===== config.mk =====
export PLATFORM = sky130hd
export DESIGN_NAME = axi_to_idi_flat
export DESIGN_NICKNAME = d
export VERILOG_FILES = /design/src/rtl/idi_pkg.sv /design/src/rtl/axi_to_idi_if.sv /design/src/rtl/axi_to_idi.sv /design/src/flat_wrapper.sv
export SDC_FILE = /design/constraint.sdc
export NUM_CORES = 1
export LEC_CHECK = 0
export CAP_MARGIN = 5
export CORE_ASPECT_RATIO = 0.75
export CORE_MARGIN = 2
export CORE_UTILIZATION = 49
export CTS_CLUSTER_DIAMETER = 30
export DETAILED_ROUTE_END_ITERATION = 10
export PLACE_DENSITY = 0.93
export SYNTH_ARGS = -nofsm -noshare
export SYNTH_HDL_FRONTEND = slang
export SYNTH_SLANG_ARGS = --single-unit

===== constraint.sdc =====
create_clock -name clk -period 5.8 [get_ports clk]
set_input_delay 1.16 -clock clk [delete_from_list [all_inputs] [get_ports clk]]
set_output_delay 1.16 -clock clk [all_outputs]
set_load 0.05 [all_outputs]

===== src/rtl/idi_pkg.sv =====
// idi_pkg: shared FSM states, response codes and IDI widths for the AXI-Lite to IDI bridge.
package idi_pkg;
  typedef enum logic [2:0] {IDLE, ISSUE, RWAIT, BRESP, RRESP} state_t;
  localparam logic [1:0] RESP_OKAY = 2'b00;
  localparam logic [1:0] RESP_SLVERR = 2'b10;
  localparam int IDI_ADDR_W = 64;
  localparam int IDI_DATA_W = 32;
endpackage


===== src/rtl/axi_to_idi_if.sv =====
// axi_to_idi_if: AXI4-Lite slave channels plus the IDI request/completion signals.
interface axi_to_idi_if;
  logic [31:0] S_AWADDR;
  logic S_AWVALID, S_AWREADY;
  logic [31:0] S_WDATA;
  logic [3:0] S_WSTRB;
  logic S_WVALID, S_WREADY;
  logic [1:0] S_BRESP;
  logic S_BVALID, S_BREADY;
  logic [31:0] S_ARADDR;
  logic S_ARVALID, S_ARREADY;
  logic [31:0] S_RDATA;
  logic [1:0] S_RRESP;
  logic S_RVALID, S_RREADY;
  logic idi_valid, idi_ready, idi_is_write, idi_rvalid;
  logic [idi_pkg::IDI_ADDR_W-1:0] idi_addr;
  logic [idi_pkg::IDI_DATA_W-1:0] idi_wdata, idi_rdata;
  modport slave (
    input S_AWADDR, S_AWVALID, S_WDATA, S_WSTRB, S_WVALID, S_BREADY, S_ARADDR, S_ARVALID, S_RREADY,
    input idi_ready, idi_rdata, idi_rvalid,
    output S_AWREADY, S_WREADY, S_BRESP, S_BVALID, S_ARREADY, S_RDATA, S_RRESP, S_RVALID,
    output idi_valid, idi_is_write, idi_addr, idi_wdata
  );
  modport master (
    output S_AWADDR, S_AWVALID, S_WDATA, S_WSTRB, S_WVALID, S_BREADY, S_ARADDR, S_ARVALID, S_RREADY,
    output idi_ready, idi_rdata, idi_rvalid,
    input S_AWREADY, S_WREADY, S_BRESP, S_BVALID, S_ARREADY, S_RDATA, S_RRESP, S_RVALID,
    input idi_valid, idi_is_write, idi_addr, idi_wdata
  );
endinterface


===== src/rtl/axi_to_idi.sv =====
// axi_to_idi: single-slot AXI4-Lite slave bridging one request at a time onto an in-order IDI port.
module axi_to_idi import idi_pkg::*; #(
  parameter logic [31:0] ADDR_HI = 32'h0,
  parameter int TIMEOUT = 256
) (
  input logic clk,
  input logic rst,
  axi_to_idi_if.slave bus,
  output logic err_timeout
);
  localparam logic [31:0] TO_LAST = 32'(TIMEOUT - 1);
  state_t state, state_n;
  logic live, aw_full, w_full, ar_full, pri_w, pri_w_n, cur_w, cur_w_n, err_n, free_w, free_r;
  logic aw_hs, w_hs, ar_hs, wr_ok, rd_ok, wr_bad, rd_bad, issue;
  logic [31:0] aw_addr, w_data, ar_addr, aw_a, ar_a, rdata, rdata_n, cnt, cnt_n;
  logic [3:0] w_strb, w_s;
  logic [1:0] resp, resp_n;
  // live keeps READY low until the first cycle after reset is released
  assign bus.S_AWREADY = live && !aw_full;
  assign bus.S_WREADY = live && !w_full;
  assign bus.S_ARREADY = live && !ar_full;
  assign aw_hs = bus.S_AWVALID && bus.S_AWREADY;
  assign w_hs = bus.S_WVALID && bus.S_WREADY;
  assign ar_hs = bus.S_ARVALID && bus.S_ARREADY;
  // a slot being filled this cycle already counts, giving the one-cycle path to ISSUE
  assign aw_a = aw_full ? aw_addr : bus.S_AWADDR;
  assign w_s = w_full ? w_strb : bus.S_WSTRB;
  assign ar_a = ar_full ? ar_addr : bus.S_ARADDR;
  assign wr_ok = (aw_full || aw_hs) && (w_full || w_hs);
  assign rd_ok = ar_full || ar_hs;
  assign wr_bad = w_s != 4'hF || aw_a[1:0] != 2'b00;
  assign rd_bad = ar_a[1:0] != 2'b00;
  assign issue = state == ISSUE;
  assign bus.idi_valid = issue;
  assign bus.idi_is_write = issue && cur_w;
  assign bus.idi_addr = issue ? {ADDR_HI, cur_w ? aw_addr : ar_addr} : '0;
  assign bus.idi_wdata = issue && cur_w ? w_data : '0;
  assign bus.S_BVALID = state == BRESP;
  assign bus.S_BRESP = bus.S_BVALID ? resp : RESP_OKAY;
  assign bus.S_RVALID = state == RRESP;
  assign bus.S_RRESP = bus.S_RVALID ? resp : RESP_OKAY;
  assign bus.S_RDATA = bus.S_RVALID ? rdata : '0;
  always_ff @(posedge clk) state <= rst ? IDLE : state_n;
  always_comb begin
    state_n = state;
    pri_w_n = pri_w;
    cur_w_n = cur_w;
    resp_n = resp;
    rdata_n = rdata;
    cnt_n = cnt;
    err_n = err_timeout;
    free_w = 1'b0;
    free_r = 1'b0;
    case (state)
      IDLE: begin
        if (wr_ok && (pri_w || !rd_ok)) begin
          cur_w_n = 1'b1;
          pri_w_n = 1'b0;
          state_n = wr_bad ? BRESP : ISSUE;
          resp_n = RESP_SLVERR;
          free_w = wr_bad;
        end else if (rd_ok) begin
          cur_w_n = 1'b0;
          pri_w_n = 1'b1;
          state_n = rd_bad ? RRESP : ISSUE;
          resp_n = RESP_SLVERR;
          rdata_n = '0;
          free_r = rd_bad;
        end
      end
      ISSUE: if (bus.idi_ready) begin
        resp_n = RESP_OKAY;
        cnt_n = '0;
        free_w = cur_w;
        free_r = !cur_w;
        rdata_n = bus.idi_rdata;
        state_n = cur_w ? BRESP : bus.idi_rvalid ? RRESP : RWAIT;
      end
      RWAIT: begin
        cnt_n = cnt + 32'd1;
        if (bus.idi_rvalid) begin
          rdata_n = bus.idi_rdata;
          state_n = RRESP;
        end else if (cnt == TO_LAST) begin
          resp_n = RESP_SLVERR;
          rdata_n = '0;
          err_n = 1'b1;
          state_n = RRESP;
        end
      end
      BRESP: state_n = bus.S_BREADY ? IDLE : BRESP;
      RRESP: state_n = bus.S_RREADY ? IDLE : RRESP;
      default: state_n = IDLE;
    endcase
  end
  always_ff @(posedge clk) begin
    if (rst) begin
      live <= 1'b0;
      {aw_full, w_full, ar_full} <= '0;
      {aw_addr, w_data, w_strb, ar_addr} <= '0;
      pri_w <= 1'b1;
      cur_w <= 1'b0;
      resp <= RESP_OKAY;
      rdata <= '0;
      cnt <= '0;
      err_timeout <= 1'b0;
    end else begin
      live <= 1'b1;
      aw_full <= (aw_full || aw_hs) && !free_w;
      w_full <= (w_full || w_hs) && !free_w;
      ar_full <= (ar_full || ar_hs) && !free_r;
      aw_addr <= aw_hs ? bus.S_AWADDR : aw_addr;
      w_data <= w_hs ? bus.S_WDATA : w_data;
      w_strb <= w_hs ? bus.S_WSTRB : w_strb;
      ar_addr <= ar_hs ? bus.S_ARADDR : ar_addr;
      pri_w <= pri_w_n;
      cur_w <= cur_w_n;
      resp <= resp_n;
      rdata <= rdata_n;
      cnt <= cnt_n;
      err_timeout <= err_n;
    end
  end
endmodule


===== src/flat_wrapper.sv =====
// flat-port wrapper written by rule: the top's interface ports become plain ports
module axi_to_idi_flat import idi_pkg::*;
#(
  parameter logic [31:0] ADDR_HI = 32'h0,
  parameter int TIMEOUT = 256
)
  (clk, rst, err_timeout, bus_S_AWADDR, bus_S_AWVALID, bus_S_WDATA, bus_S_WSTRB, bus_S_WVALID, bus_S_BREADY, bus_S_ARADDR, bus_S_ARVALID, bus_S_RREADY, bus_idi_ready, bus_idi_rdata, bus_idi_rvalid, bus_S_AWREADY, bus_S_WREADY, bus_S_BRESP, bus_S_BVALID, bus_S_ARREADY, bus_S_RDATA, bus_S_RRESP, bus_S_RVALID, bus_idi_valid, bus_idi_is_write, bus_idi_addr, bus_idi_wdata);
  axi_to_idi_if bus_i ();
  input logic clk;
  input logic rst;
  output logic err_timeout;
  input wire logic [$bits(bus_i.S_AWADDR)-1:0] bus_S_AWADDR;
  input wire logic [$bits(bus_i.S_AWVALID)-1:0] bus_S_AWVALID;
  input wire logic [$bits(bus_i.S_WDATA)-1:0] bus_S_WDATA;
  input wire logic [$bits(bus_i.S_WSTRB)-1:0] bus_S_WSTRB;
  input wire logic [$bits(bus_i.S_WVALID)-1:0] bus_S_WVALID;
  input wire logic [$bits(bus_i.S_BREADY)-1:0] bus_S_BREADY;
  input wire logic [$bits(bus_i.S_ARADDR)-1:0] bus_S_ARADDR;
  input wire logic [$bits(bus_i.S_ARVALID)-1:0] bus_S_ARVALID;
  input wire logic [$bits(bus_i.S_RREADY)-1:0] bus_S_RREADY;
  input wire logic [$bits(bus_i.idi_ready)-1:0] bus_idi_ready;
  input wire logic [$bits(bus_i.idi_rdata)-1:0] bus_idi_rdata;
  input wire logic [$bits(bus_i.idi_rvalid)-1:0] bus_idi_rvalid;
  output wire logic [$bits(bus_i.S_AWREADY)-1:0] bus_S_AWREADY;
  output wire logic [$bits(bus_i.S_WREADY)-1:0] bus_S_WREADY;
  output wire logic [$bits(bus_i.S_BRESP)-1:0] bus_S_BRESP;
  output wire logic [$bits(bus_i.S_BVALID)-1:0] bus_S_BVALID;
  output wire logic [$bits(bus_i.S_ARREADY)-1:0] bus_S_ARREADY;
  output wire logic [$bits(bus_i.S_RDATA)-1:0] bus_S_RDATA;
  output wire logic [$bits(bus_i.S_RRESP)-1:0] bus_S_RRESP;
  output wire logic [$bits(bus_i.S_RVALID)-1:0] bus_S_RVALID;
  output wire logic [$bits(bus_i.idi_valid)-1:0] bus_idi_valid;
  output wire logic [$bits(bus_i.idi_is_write)-1:0] bus_idi_is_write;
  output wire logic [$bits(bus_i.idi_addr)-1:0] bus_idi_addr;
  output wire logic [$bits(bus_i.idi_wdata)-1:0] bus_idi_wdata;
  assign bus_i.S_AWADDR = bus_S_AWADDR;
  assign bus_i.S_AWVALID = bus_S_AWVALID;
  assign bus_i.S_WDATA = bus_S_WDATA;
  assign bus_i.S_WSTRB = bus_S_WSTRB;
  assign bus_i.S_WVALID = bus_S_WVALID;
  assign bus_i.S_BREADY = bus_S_BREADY;
  assign bus_i.S_ARADDR = bus_S_ARADDR;
  assign bus_i.S_ARVALID = bus_S_ARVALID;
  assign bus_i.S_RREADY = bus_S_RREADY;
  assign bus_i.idi_ready = bus_idi_ready;
  assign bus_i.idi_rdata = bus_idi_rdata;
  assign bus_i.idi_rvalid = bus_idi_rvalid;
  assign bus_S_AWREADY = bus_i.S_AWREADY;
  assign bus_S_WREADY = bus_i.S_WREADY;
  assign bus_S_BRESP = bus_i.S_BRESP;
  assign bus_S_BVALID = bus_i.S_BVALID;
  assign bus_S_ARREADY = bus_i.S_ARREADY;
  assign bus_S_RDATA = bus_i.S_RDATA;
  assign bus_S_RRESP = bus_i.S_RRESP;
  assign bus_S_RVALID = bus_i.S_RVALID;
  assign bus_idi_valid = bus_i.idi_valid;
  assign bus_idi_is_write = bus_i.idi_is_write;
  assign bus_idi_addr = bus_i.idi_addr;
  assign bus_idi_wdata = bus_i.idi_wdata;
  axi_to_idi #(.ADDR_HI(ADDR_HI), .TIMEOUT(TIMEOUT)) u_core (.clk(clk), .rst(rst), .bus(bus_i), .err_timeout(err_timeout));
endmodule

**After elaboration in Yosys (flattened, before gate mapping)**

Cells that the tools add are included.

- Register bits: 176
- Input port bits: 141
- Output and inout bits: 140
- Logic and storage cells: 113

- Add/sub/neg operators: 1
- Eq/ne operators: 13
- Mux-type cells: 47
- Bitwise gates (word level): 1
- Reduce and logical (&&, ||, !) cells: 36

Operator list:

| cell | count |
|---|---|
| $mux 32 | 10 |
| $pmux 32 s3 | 1 |
| $pmux 32 s2 | 1 |
| $add 32x1->32 const B | 1 |
| $eq 32x8->1 const B | 1 |
| $mux 3 | 9 |
| $mux 2 | 11 |
| $pmux 3 s5 | 1 |
| $logic_and 1x1->1 | 12 |
| $mux 1 | 10 |
| $reduce_and 5->1 | 2 |
| $reduce_bool 2->1 | 4 |
| $logic_not 1->1 | 7 |
| $eq 3x2->1 const B | 2 |
| $ne 2x2->1 const B | 3 |
| $pmux 2 s3 | 1 |
| $reduce_and 3->1 | 2 |
| $logic_or 1x1->1 | 5 |
| $mux 4 | 1 |
| $ne 2x1->1 const B | 2 |
| $ne 4x4->1 const B | 1 |
| $pmux 1 s2 | 2 |
| $reduce_and 2->1 | 2 |
| $eq 3x1->1 const B | 1 |
| 6 further kinds | 6 |

**Longest topological paths before layout**

- Depth after elaboration: 11
- Gate-level depth with buffers: 8
- Gate-level depth less buffers: 7

**Worst setup path before layout**

No wires, ideal clock.

- Path type: register -> output
- From: reg u_core.state[2]
- To: out bus_S_RDATA[22]
- Data arrival time: 2.303 ns
- Setup slack: 2.337 ns
- Cell stages (with the launch flop): 5
- Path buffers: 2
- Cells stage by stage: dfxtp_1 > clkbuf_1 > nor3b_1 > clkbuf_1 > and2_1

- Longest elaborated chain between the ends: 2

RTL lines:

| item | RTL line | source |
|---|---|---|
| start: declaration | axi_to_idi.sv:12 | `state_t state, state_n;` |
| start signal: assignment | axi_to_idi.sv:43 | `always_ff @(posedge clk) state <= rst ? IDLE : state_n;` |
| $eq 3x3->1 | axi_to_idi.sv:40 | `assign bus.S_RVALID = state == RRESP;` |
| via bus_S_RVALID | flat_wrapper.sv:31 | `output wire logic [$bits(bus_i.S_RVALID)-1:0] bus_S_RVALID;` |
| $mux 32 | axi_to_idi.sv:42 | `assign bus.S_RDATA = bus.S_RVALID ? rdata : '0;` |
| end: declaration | flat_wrapper.sv:29 | `output wire logic [$bits(bus_i.S_RDATA)-1:0] bus_S_RDATA;` |

The timed path passes the listed nets, and every way through them passes these cells.

**Final worst setup path**

- From: reg u_core.state[0]
- To: out bus_idi_wdata[31]

- Longest elaborated chain between the ends: 3

RTL lines:

| item | RTL line | source |
|---|---|---|
| $eq 3x1->1 | axi_to_idi.sv:33 | `assign issue = state == ISSUE;` |
| $logic_and 1x1->1 | axi_to_idi.sv:37 | `assign bus.idi_wdata = issue && cur_w ? w_data : '0;` |
| $mux 32 | axi_to_idi.sv:37 |  |
| end: declaration | flat_wrapper.sv:35 | `output wire logic [$bits(bus_i.idi_wdata)-1:0] bus_idi_wdata;` |

Every way passes these cells.

==> impl_metrics.yaml <==
run_status:
  status: "finished clean"
synthesis:
  ys_warn_count: 0
  postSynthAreaPerCell_um2: 7.958
  synthArstFlopShare: 0
  ys_types: 57
  syn-cell-area_mm2: 0.007879
  syn_inst: 990
  ys_ff_latch: 175
  synth-edff-count: 0
  synth.top_cell.area_share: 0.4447
  synth_common_cells: "nand2_1 (231), dfxtp_1 (175), a21oi_1 (123), nor2_1 (66), clkbuf_1 (61)"
  synth_flop_cell: "dfxtp_1"
  synthTopCellsByArea: "dfxtp_1 (44%), nand2_1 (11%), a21oi_1 (7.8%)"
  synth_most_common_cell: "nand2_1"
  yosysSeqAreaShare: 0.4447
  synth_top_cell_by_area: "dfxtp_1"
worst_setup_path:
  end_kind: "primary output"
  startpoint: "u_core.state[0]$_SDFFE_PP0P_"
  arrival_ns: 2.96
  criticalPathCategory: "reg2out"
  critical_path.top_delay_family: "buffers and inverters"
  critPathMaxStageDelay_ns: 0.81
  crit_buf_inv: 2
  crit_fanout: 35
  worstReg2RegStart: "u_core.state[1]$_SDFFE_PP0P_"
  path_depth: 4
  cp_cell_sequence: "nand2_1, inv_1, and3_1, clkdlybuf4s50_1"
  critical_path_required_ns: 4.64
  critPathLaunchType: "register"
  slowest_stage: "clkdlybuf4s50_1"
  reg2regPathDepth: 5
die:
  fp.dieArea_mm2: 0.01712
  start_util: 0.4966
  pin_count: 281
  die_w_um: 150.4
  core_mm2: 0.01587
  die_y_um: 113.8
  rows: 40
finish:
  fillers: 1229
  antenna_cells: 0
  final_cell_area_mm2: 0.01092
  multiInputGateArea_mm2: 0.003965
  seqCellArea_mm2: 0.003505
  syn2layout_area_growth_pct: 38.56
  fin_nets: 1335
  drive_gt1_frac: 0.05062
routing:
  routed_wl_um: 22870
  via_count: 7665
  drt_iter0_markers: 581
  wl_per_cell_um: 16.17
  drcViolationCount: 0
  drt.antenna.violating_nets: 0
  dr.pass1.iters: 5
  avgViaCountPerCell: 5.417
power:
  swShare: 0.2873
  p_comb_frac: 0.178
  internal_power_uw: 2214
  seq_power_share: 0.428
  ir_drop_v: 0.0002229
  switching_power_uw: 892.3
  powerDensity_mw_per_mm2: 284.5
  leakage_uw: 0.004059
  pwr-share-clk: 0.395
clocking:
  cts.repair.resized: 0
  h-tree-depth: 4
  clkLatencyLatePin_ns: 0.42
  cts_root_buf: "clkbuf_16"
  numClockSinks: 175
  cts_tree: "built"
  cts-hold-fix-buffers: 0
  cts_inserted_buffers: 17
  clk_pin_slew_ns: 0.06
  cts_buffer_depth: 2
  post_cts.repair.setup_buffers: 0
global_routing:
  grt_pass1_wl_um: 36000
  track_usage: 0.2624
  grt_max_degree: 93
  grt_pass1_vias: 7244
  overflow: 0
  antenna_found_initial: 0
job:
  drv_cap: 0
timing:
  slew_violations: 0
  fin_skew_ns: 0.009291
  worstMarginPinSlew_ns: 1.210
  finalHoldViolCount: 0
  maxSlewHeadroom: 0.1912
  fin_crit_sh: 0.7102
  min_period_ns: 4.119
  rsz0062_at_grt: "no"
  tns_ns: 0
  setup_viol: 0
  clock.fmax_mhz: 242.8
place:
  place_congestion: 0.8868
  hpwlAfterDp_um: 15790
  placed_area_mm2: 0.01029
  io_buffers: 246
worst_hold_path:
  whs_path_depth: 2
  hp-class: "reg2reg"
  worstHoldStart: "u_core.w_data[21]$_SDFFE_PP0P_"
final cells by class:
class                      instances  share of cell area
sequential                       175              0.3210
timing repair buffer             257              0.2329
tap                              210             0.02407
clock inverter                    11             0.01650
multi-input combinational        738              0.3632
inverter                           4            0.001375
clock buffer                      20             0.04092
layout by cell type (no fill, tap or decap), drive strengths merged, types with 2 or more instances in the layout:
master / count
a211oi: 2
a21o: 2
a21oi: 123
a22o: 32
a311oi: 2
and2: 39
and3: 41
and4: 2
buf: 12
bufinv: 4
clkbuf: 20
clkdlybuf4s50: 245
clkinvlp: 3
conb: 34
dfxtp: 175
inv: 8
mux2: 10
mux2i: 33
nand2: 231
nand2b: 3
nand3: 23
nand4: 15
nor2: 66
nor2b: 6
nor3: 13
nor3b: 2
nor4: 10
o211a: 2
o211ai: 4
o21a: 4
o21ai: 7
o311ai: 2
o31ai: 3
or2: 4
or4: 3
per-stage QoR:
step,util,power (uW),hold WS (ns),instances,setup WS [ns]
2_1_floorplan,-,1702,0.4319,1023,2.337
3_3_place_gp,0.6486,1885,0.4378,1384,2.178
3_5_place_dp,0.6486,1899,0.4445,1384,2.113
4_1_cts,0.6881,3112,0.4536,1415,1.662
5_1_grt,0.6881,3225,0.4738,1415,1.512
6_report,0.6881,3106,0.4519,1415,1.681
state kept, by name, indices dropped and copies added, names as in the netlist, 3 cells and up:
name / count
u_core.rdata: 32
u_core.ar_addr: 32
u_core.state: 3
u_core.cnt: 32
u_core.w_strb: 4
u_core.aw_addr: 32
u_core.w_data: 32
routing by layer:
| layer | up-vias | wire, um | GRT usage |
|---|---|---|---|
| li1 | 3736 | - | - |
| met1 | 3551 | 9598 | 0.3308 |
| met2 | 333 | 10750 | 0.4312 |
| met3 | 45 | 1931 | 0.07200 |
| met4 | 0 | 592 | 0.09560 |
| met5 | - | 0 | 0 |
cell families (layout without fill, tap and decap cells):
kind of cell,Yosys count,in the layout,synth area share
AO/OA/AOI/OAI,195,195,0.1521
XOR/XNOR,1,1,0.001112
adder cells (fa/ha/maj),1,1,0.001588
buffers and inverters,110,292,0.06987
flip-flops,175,175,0.4447
multiplexers,43,43,0.05622
other,1,34,0.0004760
AND/OR/NAND/NOR,464,464,0.2739
power by group through the flow:
stage,logic [uW],clock network [uW],registers (uW)
6_report,552,1230,1330
5_1_grt,596,1290,1340
4_1_cts,551,1230,1330
3_5_place_dp,547,0,1350
3_3_place_gp,536,0,1350
2_1_floorplan,385,0,1320
final timing paths:
kind / to / slack, ns
setup / recovery: bus_idi_wdata[31] / 1.68
hold / removal: u_core.w_data[21]$_SDFFE_PP0P_ / 0.45
setup reg to reg: u_core.cnt[31]$_SDFFE_PP0P_ / 3.00
hold reg to reg: u_core.w_data[21]$_SDFFE_PP0P_ / 0.45
worst register-to-register path: stages (launching register included):
cell and delay (ns):
dfxtp_1 0.67, or3b_1 0.69, nor3_4 0.36, nand3_1 0.29, nor3_1 0.32, mux2_2 0.37
No activity file was read; power rests on OpenSTA's default activity.
